`config.mk`:
```
export PLATFORM = sky130hd
export DESIGN_NAME = fft_frame_packer
export DESIGN_NICKNAME = d
export VERILOG_FILES = /design/src/rtl/fft_frame_packer.sv
export SDC_FILE = /design/constraint.sdc
export NUM_CORES = 1
export LEC_CHECK = 0
export ABC_AREA = 1
export CAP_MARGIN = 20
export CORE_UTILIZATION = 45
export CTS_CLUSTER_DIAMETER = 100
export DETAILED_ROUTE_END_ITERATION = 8
export GPL_TIMING_DRIVEN = 0
export PLACE_DENSITY = 0.61
export SYNTH_ARGS = -nofsm -noshare
export SYNTH_HDL_FRONTEND = slang
export SYNTH_SLANG_ARGS = --single-unit
```
`constraint.sdc`:
```
create_clock -name clk -period 4.4 [get_ports clk]
set_clock_uncertainty 0.2 [all_clocks]
set_input_delay 1.1 -clock clk [delete_from_list [all_inputs] [get_ports clk]]
set_output_delay 1.1 -clock clk [all_outputs]
set_load 0.02 [all_outputs]
```
`src/rtl/fft_frame_packer.sv`:
```
// Packs a free-running sample stream into fixed-length complex AXI-Stream frames for the FFT input.
// Optional feature macro: FRAME_FLUSH_EN (adds the flush port and zero-padding of partial frames).
module fft_frame_packer #(
    parameter int IN_W       = 8,
    parameter int OUT_W      = 16,
    parameter int LOG2_NMAX  = 10,
    parameter int FIFO_DEPTH = 16
) (
    input  logic                 clk,
    input  logic                 rst,
`ifdef FRAME_FLUSH_EN
    input  logic                 flush,
`endif
    input  logic [3:0]           cfg_log2n,
    input  logic                 cfg_load,
    input  logic                 s_tvalid,
    input  logic [IN_W-1:0]      s_tdata,
    output logic                 m_tvalid,
    input  logic                 m_tready,
    output logic [2*OUT_W-1:0]   m_tdata,
    output logic                 m_tlast,
    output logic [15:0]          frame_cnt,
    output logic [15:0]          ovf_cnt,
    output logic                 ovf_pulse
);

    localparam int AW = $clog2(FIFO_DEPTH);
    localparam logic [AW:0] DEPTH_L = (AW+1)'(FIFO_DEPTH);
    localparam logic [3:0]  NMAX_L  = 4'(LOG2_NMAX);
    localparam logic [3:0]  NMIN_L  = 4'd3;

    // Each FIFO entry carries the sample plus its end-of-frame tag in the MSB.
    logic [IN_W:0]          mem [FIFO_DEPTH];
    logic [AW-1:0]          wr_ptr_reg, rd_ptr_reg;
    logic [AW:0]            count_reg;
    logic [LOG2_NMAX-1:0]   idx_reg;
    logic [3:0]             active_log2n_reg, pend_log2n_reg;
    logic                   pend_valid_reg;
    logic [15:0]            frame_cnt_reg, ovf_cnt_reg;
    logic                   ovf_pulse_reg;

    logic [3:0]             eff_log2n, cfg_clamped;
    logic [LOG2_NMAX-1:0]   last_idx;
    logic                   is_last, rd_fire, has_space, wr_en, drop;
    logic [IN_W-1:0]        wr_sample;
    logic [IN_W:0]          rd_word;
    logic [OUT_W-1:0]       re_ext;

    // A pending length takes over only while idx sits at a frame boundary.
    assign eff_log2n = (pend_valid_reg && idx_reg == '0) ? pend_log2n_reg : active_log2n_reg;

    generate
        for (genvar gi = 0; gi < LOG2_NMAX; gi++) begin : g_last_idx
            assign last_idx[gi] = (eff_log2n > 4'(gi));
        end
    endgenerate

    assign is_last     = (idx_reg == last_idx);
    assign cfg_clamped = (cfg_log2n < NMIN_L) ? NMIN_L :
                         (cfg_log2n > NMAX_L) ? NMAX_L : cfg_log2n;

    assign m_tvalid  = (count_reg != '0);
    assign rd_fire   = m_tvalid && m_tready;
    assign has_space = (count_reg < DEPTH_L) || rd_fire;

`ifdef FRAME_FLUSH_EN
    typedef enum logic {ST_IDLE, ST_PAD} state_t;
    state_t state_reg, state_next;

    always_ff @(posedge clk) begin
        if (rst) state_reg <= ST_IDLE;
        else     state_reg <= state_next;
    end

    always_comb begin
        state_next = state_reg;
        wr_en      = 1'b0;
        drop       = 1'b0;
        wr_sample  = s_tdata;
        case (state_reg)
            ST_IDLE: begin
                wr_en = s_tvalid && has_space;
                drop  = s_tvalid && !has_space;
                if (flush && idx_reg != '0) state_next = ST_PAD;
            end
            ST_PAD: begin
                // Source samples are lost while padding; each counts as overflow.
                drop      = s_tvalid;
                wr_sample = '0;
                if (idx_reg == '0) begin
                    state_next = ST_IDLE;
                end else begin
                    wr_en = has_space;
                    if (has_space && is_last) state_next = ST_IDLE;
                end
            end
            default: state_next = ST_IDLE;
        endcase
    end
`else
    always_comb begin
        wr_en     = s_tvalid && has_space;
        drop      = s_tvalid && !has_space;
        wr_sample = s_tdata;
    end
`endif

    // Shallow FIFO: asynchronous read gives first-word-fall-through with no extra latency.
    always_ff @(posedge clk) begin
        if (wr_en) mem[wr_ptr_reg] <= {is_last, wr_sample};
    end

    assign rd_word = mem[rd_ptr_reg];

    always_ff @(posedge clk) begin
        if (rst) begin
            wr_ptr_reg       <= '0;
            rd_ptr_reg       <= '0;
            count_reg        <= '0;
            idx_reg          <= '0;
            active_log2n_reg <= NMAX_L;
            pend_log2n_reg   <= NMAX_L;
            pend_valid_reg   <= 1'b0;
            frame_cnt_reg    <= '0;
            ovf_cnt_reg      <= '0;
            ovf_pulse_reg    <= 1'b0;
        end else begin
            if (wr_en) begin
                wr_ptr_reg <= wr_ptr_reg + AW'(1);
                idx_reg    <= is_last ? '0 : idx_reg + LOG2_NMAX'(1);
            end
            if (rd_fire) rd_ptr_reg <= rd_ptr_reg + AW'(1);

            case ({wr_en, rd_fire})
                2'b10:   count_reg <= count_reg + (AW+1)'(1);
                2'b01:   count_reg <= count_reg - (AW+1)'(1);
                default: count_reg <= count_reg;
            endcase

            active_log2n_reg <= eff_log2n;
            if (cfg_load) begin
                pend_log2n_reg <= cfg_clamped;
                pend_valid_reg <= 1'b1;
            end else if (idx_reg == '0) begin
                pend_valid_reg <= 1'b0;
            end

            if (rd_fire && rd_word[IN_W]) frame_cnt_reg <= frame_cnt_reg + 16'd1;

            ovf_pulse_reg <= drop;
            if (drop && ovf_cnt_reg != 16'hFFFF) ovf_cnt_reg <= ovf_cnt_reg + 16'd1;
        end
    end

    generate
        for (genvar gi = 0; gi < OUT_W; gi++) begin : g_sext
            if (gi < IN_W) begin : g_bit
                assign re_ext[gi] = rd_word[gi];
            end else begin : g_sign
                assign re_ext[gi] = rd_word[IN_W-1];
            end
        end
    endgenerate

    assign m_tdata   = m_tvalid ? {{OUT_W{1'b0}}, re_ext} : '0;
    assign m_tlast   = m_tvalid && rd_word[IN_W];
    assign frame_cnt = frame_cnt_reg;
    assign ovf_cnt   = ovf_cnt_reg;
    assign ovf_pulse = ovf_pulse_reg;

endmodule

```
==> results of run 1 <==
[placed cells by master (no fill, tap or decap), types with 7 or more instances in the layout]
master and count:
conb_1 16, clkbuf_16 25, o21ai_0 109, dfxtp_1 69
a21oi_1 46, nand3_1 40, clkdlybuf4s50_1 66, nand2_2 13
nand2_1 125, xor2_1 8, nor2_1 157, clkbuf_2 12
ha_1 13, nor3_1 7, buf_4 28, o22ai_1 12
inv_1 82, clkbuf_1 14, nand4_1 12, o221ai_1 19
edfxtp_1 144
[stage by stage]
stage | power [mW] | utilization, % | instances | setup TNS, ps | hold WS (ps)
5_1_grt | 6.44 | 55.1 | 1385 | 0 | 308
2_1_floorplan | 3.45 | - | 1001 | 0 | 244
4_1_cts | 6.16 | 54.8 | 1382 | 0 | 288
6_report | 6.15 | 55.1 | 1385 | 0 | 287
3_3_place_gp | 4.12 | 50.9 | 1342 | -1850 | 259
3_5_place_dp | 4.14 | 50.9 | 1342 | -2090 | 275
[routing by layer]
metal	share of wire (%)	routed length [um]	vias to the layer above	GRT usage, %
met5	0	0	-	0
met4	2.6	598	0	6.55
met3	5.8	1330	40	3.37
met2	47	10900	219	36.2
met1	44	10200	3314	27.8
li1	-	-	3592	-
[layout make-up]
cell class | instances | area share, %
Buffer | 57 | 3.08
Clock buffer | 31 | 5.69
Clock inverter | 10 | 1.07
Inverter | 90 | 2.95
Multi-Input combinational cell | 640 | 29.1
Sequential cell | 213 | 49.3
Tap cell | 275 | 2.97
Timing Repair Buffer | 69 | 5.90
[repair_timing]
action                     CTS  global route
setup endpoints to repair   16            12
resized for setup           20            19
cloned                       1             0
buffers inserted             0             3
pin swaps                    1             1
[where the power goes]
part | internal (mW) | switching, mW | leakage (nW)
combinational | 0.735 | 1.16 | 1.99
clock | 1.22 | 0.760 | 0.389
sequential | 2.22 | 0.0568 | 1.87
total | 4.18 | 1.97 | 4.25
[logic make-up (layout without fill, tap and decap cells)]
logic type	after synthesis	count (layout)	share of synthesized area, %
buffers and inverters	149	257	6.88
XOR/XNOR	13	13	1.18
flip-flops	213	213	59.2
AND/OR/NAND/NOR	391	391	18.9
other	1	16	0.0389
AO/OA/AOI/OAI	205	206	12.0
adder cells (fa/ha/maj)	14	14	1.89
[worst max-delay path, cell delays in order, from the launching register on]
cell             delay, ps
dfxtp_1                400
buf_6                  210
clkbuf_4               240
o21ai_0                140
o221ai_2               270
nand3_2                170
a21oi_2                240
buf_4                  140
clkdlybuf4s50_1        580
[worst paths after layout]
check	slack [ps]	from	depth (start not counted)	endpoint
setup / recovery	180	flip-flop	8	m_tdata[12]
hold reg to reg	290	pend_log2n_reg[2]$_SDFFE_PP0P_	2	pend_log2n_reg[2]$_SDFFE_PP0P_
hold / removal	290	pend_log2n_reg[2]$_SDFFE_PP0P_	2	pend_log2n_reg[2]$_SDFFE_PP0P_
setup reg to reg	1590	count_reg[1]$_SDFFE_PP0P_	14	count_reg[4]$_SDFFE_PP0P_
==> impl_metrics.toml, run 1 <==
[synthesis]
synth_common_cells = "nor2_1, edfxtp_1, nand2_1, o21ai_0, inv_1"
synth_cell_types = 46
ys_top_cells_by_area = "edfxtp_1, dfxtp_1, nor2_1, o21ai_0, nand2_1"
synth_top_cell_area_share_pct = 44.9
synth_edf_count = 144
synth_cells = 986
netlist_area_um2 = 9640
synth-async-reset-ratio_pct = 0
yosysMostFrequentCell = "nor2_1"
synth_warnings = 0
ys_ff_latch = 213
syn_avg_cell_area_um2 = 9.78
ys.flop_type = "edfxtp_1"
ys_seq_area_share_pct = 59.2
synth_top_area_cell = "edfxtp_1"

[floorplanning]
core-area_um2 = 21000
die-area_um2 = 22000
rows = 53
start_util_pct = 45.9
die_w_um = 148
pin_count = 84
die_h_um = 148

[sta]
fmax_mhz = 237
maxSlewViolCount = 0
fin_ws_ps = 181
hold_viol = 0
rsz0062_at_grt = "no"
fin_crit_ps = 4220
slew_headroom_pct = 30.9
tightestPinTransition_ps = 1030
fin_crit_sh_pct = 95.9
setup-violations-final = 0

[global_route]
grt_pass1_wl_mm = 36.2
antenna_found_initial = 0
grt_max_degree = 20
grt_pass1_vias = 6795
grt.overflow.total = 0
grt_usage_pct = 21.3

[placed_design]
gp_congestion = 0.823
placement.io_buffers = 66
dpl_cell_area_um2 = 10700
dp_hpwl_mm = 15.7
dpl_worst_slack_ps = -250

[worst_setup_path]
worstPathMaxFanout = 19
cp-end-kind = "output pin"
cp.arrival_ps = 2920
crit_path_start_kind = "flip-flop"
crit_type = "flip-flop to output pin"
crit_required_ps = 3100

[finish]
seq_area_um2 = 5710
area_growth_pct = 20.1
multi_input_comb_area_um2 = 3360
n_antenna_cell = 0
nets = 1126
drive_gt1_share_pct = 12.3
fill_cells = 1841
final_cell_area_um2 = 11600
largest_reg_flops = 144

[cts]
cts_hold_buf = 0
clock_path_buffers = 3
ctsRootBufferMaster = "clkbuf_16"
cts_tree = "yes"
cts.sink_count = 213
clk_latency_ps = 510
clkTransAtPathRegs_ps = 60
cts-htree-levels = 1
numCtsBuffers = 24

[routing]
wire_per_inst_um = 16.6
viasPerCell = 5.17
drt_pass1_iterations = 7
antenna_left = 0
drt_iter0_drc = 510
routed_wl_mm = 23.0
drc = 0
vias = 7165

[power]
leakagePower_nw = 4.25
power_density_nw_per_um2 = 531
vdd_drop_max_v = 0.000308

[min_path]
holdCritPathClass = "flip-flop to flip-flop"

[status]
status = "finished clean"

[flow_run]
maxCapViolCount = 0
Note: power is estimated with default switching activity, not from simulation.
==> run 2, diff against run 1 <==
- SLEW_MARGIN: not set -> 20
==> results of run 2 <==
Final layout, timing and power as in run 1 (identical DEF).
==> run 3, diff against run 2 <==
==> constraint.sdc (replaced) <==
create_clock -name clk -period 4.4 [get_ports clk]
set_clock_uncertainty 0.2 [all_clocks]
set_input_delay 0.44 -clock clk [delete_from_list [all_inputs] [get_ports clk]]
set_output_delay 0.44 -clock clk [all_outputs]
set_load 0.02 [all_outputs]
==> impl_metrics.toml, run 3 (synthesis gave the netlist of run 1 again) <==
[routing]
viasPerCell = 5.19
antenna_left = 0
vias = 7171
wire_per_inst_um = 16.6
drt_pass1_iterations = 4
routed_wl_mm = 22.9
drt_iter0_drc = 496
drc = 0

[global_route]
grt_pass1_wl_mm = 36.1
grt.overflow.total = 0
grt_usage_pct = 21.2
grt_pass1_vias = 6772
grt_max_degree = 17
antenna_found_initial = 0

[worst_setup_path]
cp-end-kind = "output pin"
worstPathMaxFanout = 10
r2r_end = "count_reg[4]$_SDFFE_PP0P_"
cp.arrival_ps = 3500
regToRegStartpoint = "count_reg[1]$_SDFFE_PP0P_"
r2r_slack_ps = 1590
crit_type = "flip-flop to output pin"
crit_required_ps = 3760
reg2reg_depth = 14
crit_path_start_kind = "flip-flop"
crit_end = "m_tdata[11]"

[finish]
area_growth_pct = 19.1
layout_commonest_cell = "nor2_1"
drive_gt1_share_pct = 10.3
nets = 1123
largest_reg_flops = 144
final_cell_mix = "nor2_1, edfxtp_1, nand2_1, o21ai_0, inv_1"
n_antenna_cell = 0

[min_path]
holdCritPathClass = "input pin to flip-flop"
hold_start = "rst"

[placed_design]
dpl_worst_slack_ps = 410
gp_congestion = 0.823
dp_hpwl_mm = 15.7
placement.io_buffers = 66

[cts]
clkTransAtPathRegs_ps = 60
cts-htree-levels = 1
post-cts-setup-buffers = 0
clock_path_buffers = 3
clk_latency_ps = 510
cts_tree = "yes"
ctsRootBufferMaster = "clkbuf_16"
numCtsBuffers = 24
cts.sink_count = 213

[power]
leakagePower_nw = 4.18
vdd_drop_max_v = 0.000304
power_density_nw_per_um2 = 530

[floorplanning]
die_w_um = 148
core-area_um2 = 21000
start_util_pct = 45.9
die-area_um2 = 22000
rows = 53
die_h_um = 148
pin_count = 84

[status]
status = "finished clean"

[sta]
fmax_mhz = 242
whs_ps = 260
setup-violations-final = 0
hold_viol = 0
rsz0062_at_grt = "no"
tightestPinTransition_ps = 1040
fin_ws_ps = 260
maxSlewViolCount = 0
fin_crit_sh_pct = 94.1
fin_crit_ps = 4140
tns_ps = 0
slew_headroom_pct = 30.7

[flow_run]
maxCapViolCount = 0
run 3: changes by cell type in the layout (fill, tap and decap cells not counted), sizes merged:
cell / delta
clkinvlp: -1
inv: +1
clkbuf: -1
a21oi: -1
buf: -1
run 3: routing by layer:
layer  track usage, %  vias to the layer above  wire length (um)
li1                 -                     3581                 -
met1             27.9                     3326             10300
met2             35.9                      226             10800
met3             3.37                       38              1290
met4             6.55                        0               571
met5                0                        -                 0
run 3: worst min-delay path by stage:
stage                     depth (start not counted)                        endpoint  slack, ps
after detailed placement                          1       count_reg[4]$_SDFFE_PP0P_        270
after global routing                              2  pend_log2n_reg[2]$_SDFFE_PP0P_        310
after global placement                            1       count_reg[4]$_SDFFE_PP0P_        260
after floorplan                                   1       count_reg[4]$_SDFFE_PP0P_        240
final                                             4         idx_reg[2]$_SDFFE_PP0P_        260
after CTS                                         4         idx_reg[2]$_SDFFE_PP0P_        280
run 3: power breakdown:
group | total (mW) | switching (mW) | internal, mW
Combinational | 1.83 | 1.14 | 0.690
Sequential | 2.27 | 0.0544 | 2.22
Clock | 1.98 | 0.760 | 1.22
run 3: worst max-delay path: stages (launching register included):
cell             delay, ps
dfxtp_1                340
buf_4                  160
buf_2                  240
clkbuf_1               560
nor2_1                 110
o221ai_1               320
nand3_1                140
a21oi_2                350
buf_4                  170
clkdlybuf4s50_1        590
run 3: final cells by class:
class / count / area (um^2)
clock buffer: 31 / 658
inverter: 90 / 338
buffer: 58 / 324
clock inverter: 10 / 124
multi-input combinational: 639 / 3330
tap: 275 / 344
timing repair buffer: 66 / 661
fill: 1856 / 9540
sequential: 213 / 5710
run 3: per-stage QoR:
stage / instances / instance area (um^2) / utilization (%) / total power, mW
3_3_place_gp: 1342 / 10700 / 50.9 / 4.12
6_report: 1382 / 11500 / 54.6 / 6.09
4_1_cts: 1383 / 11500 / 54.7 / 6.12
5_1_grt: 1382 / 11500 / 54.6 / 6.37
2_1_floorplan: 1001 / 9700 / - / 3.45
3_5_place_dp: 1342 / 10700 / 50.9 / 4.14
run 3: timing repair:
item	in CTS	in global routing
hold buffers	0	0
gates resized for setup	2	2
endpoints found under the hold margin	0	0
setup endpoints to repair	9	8
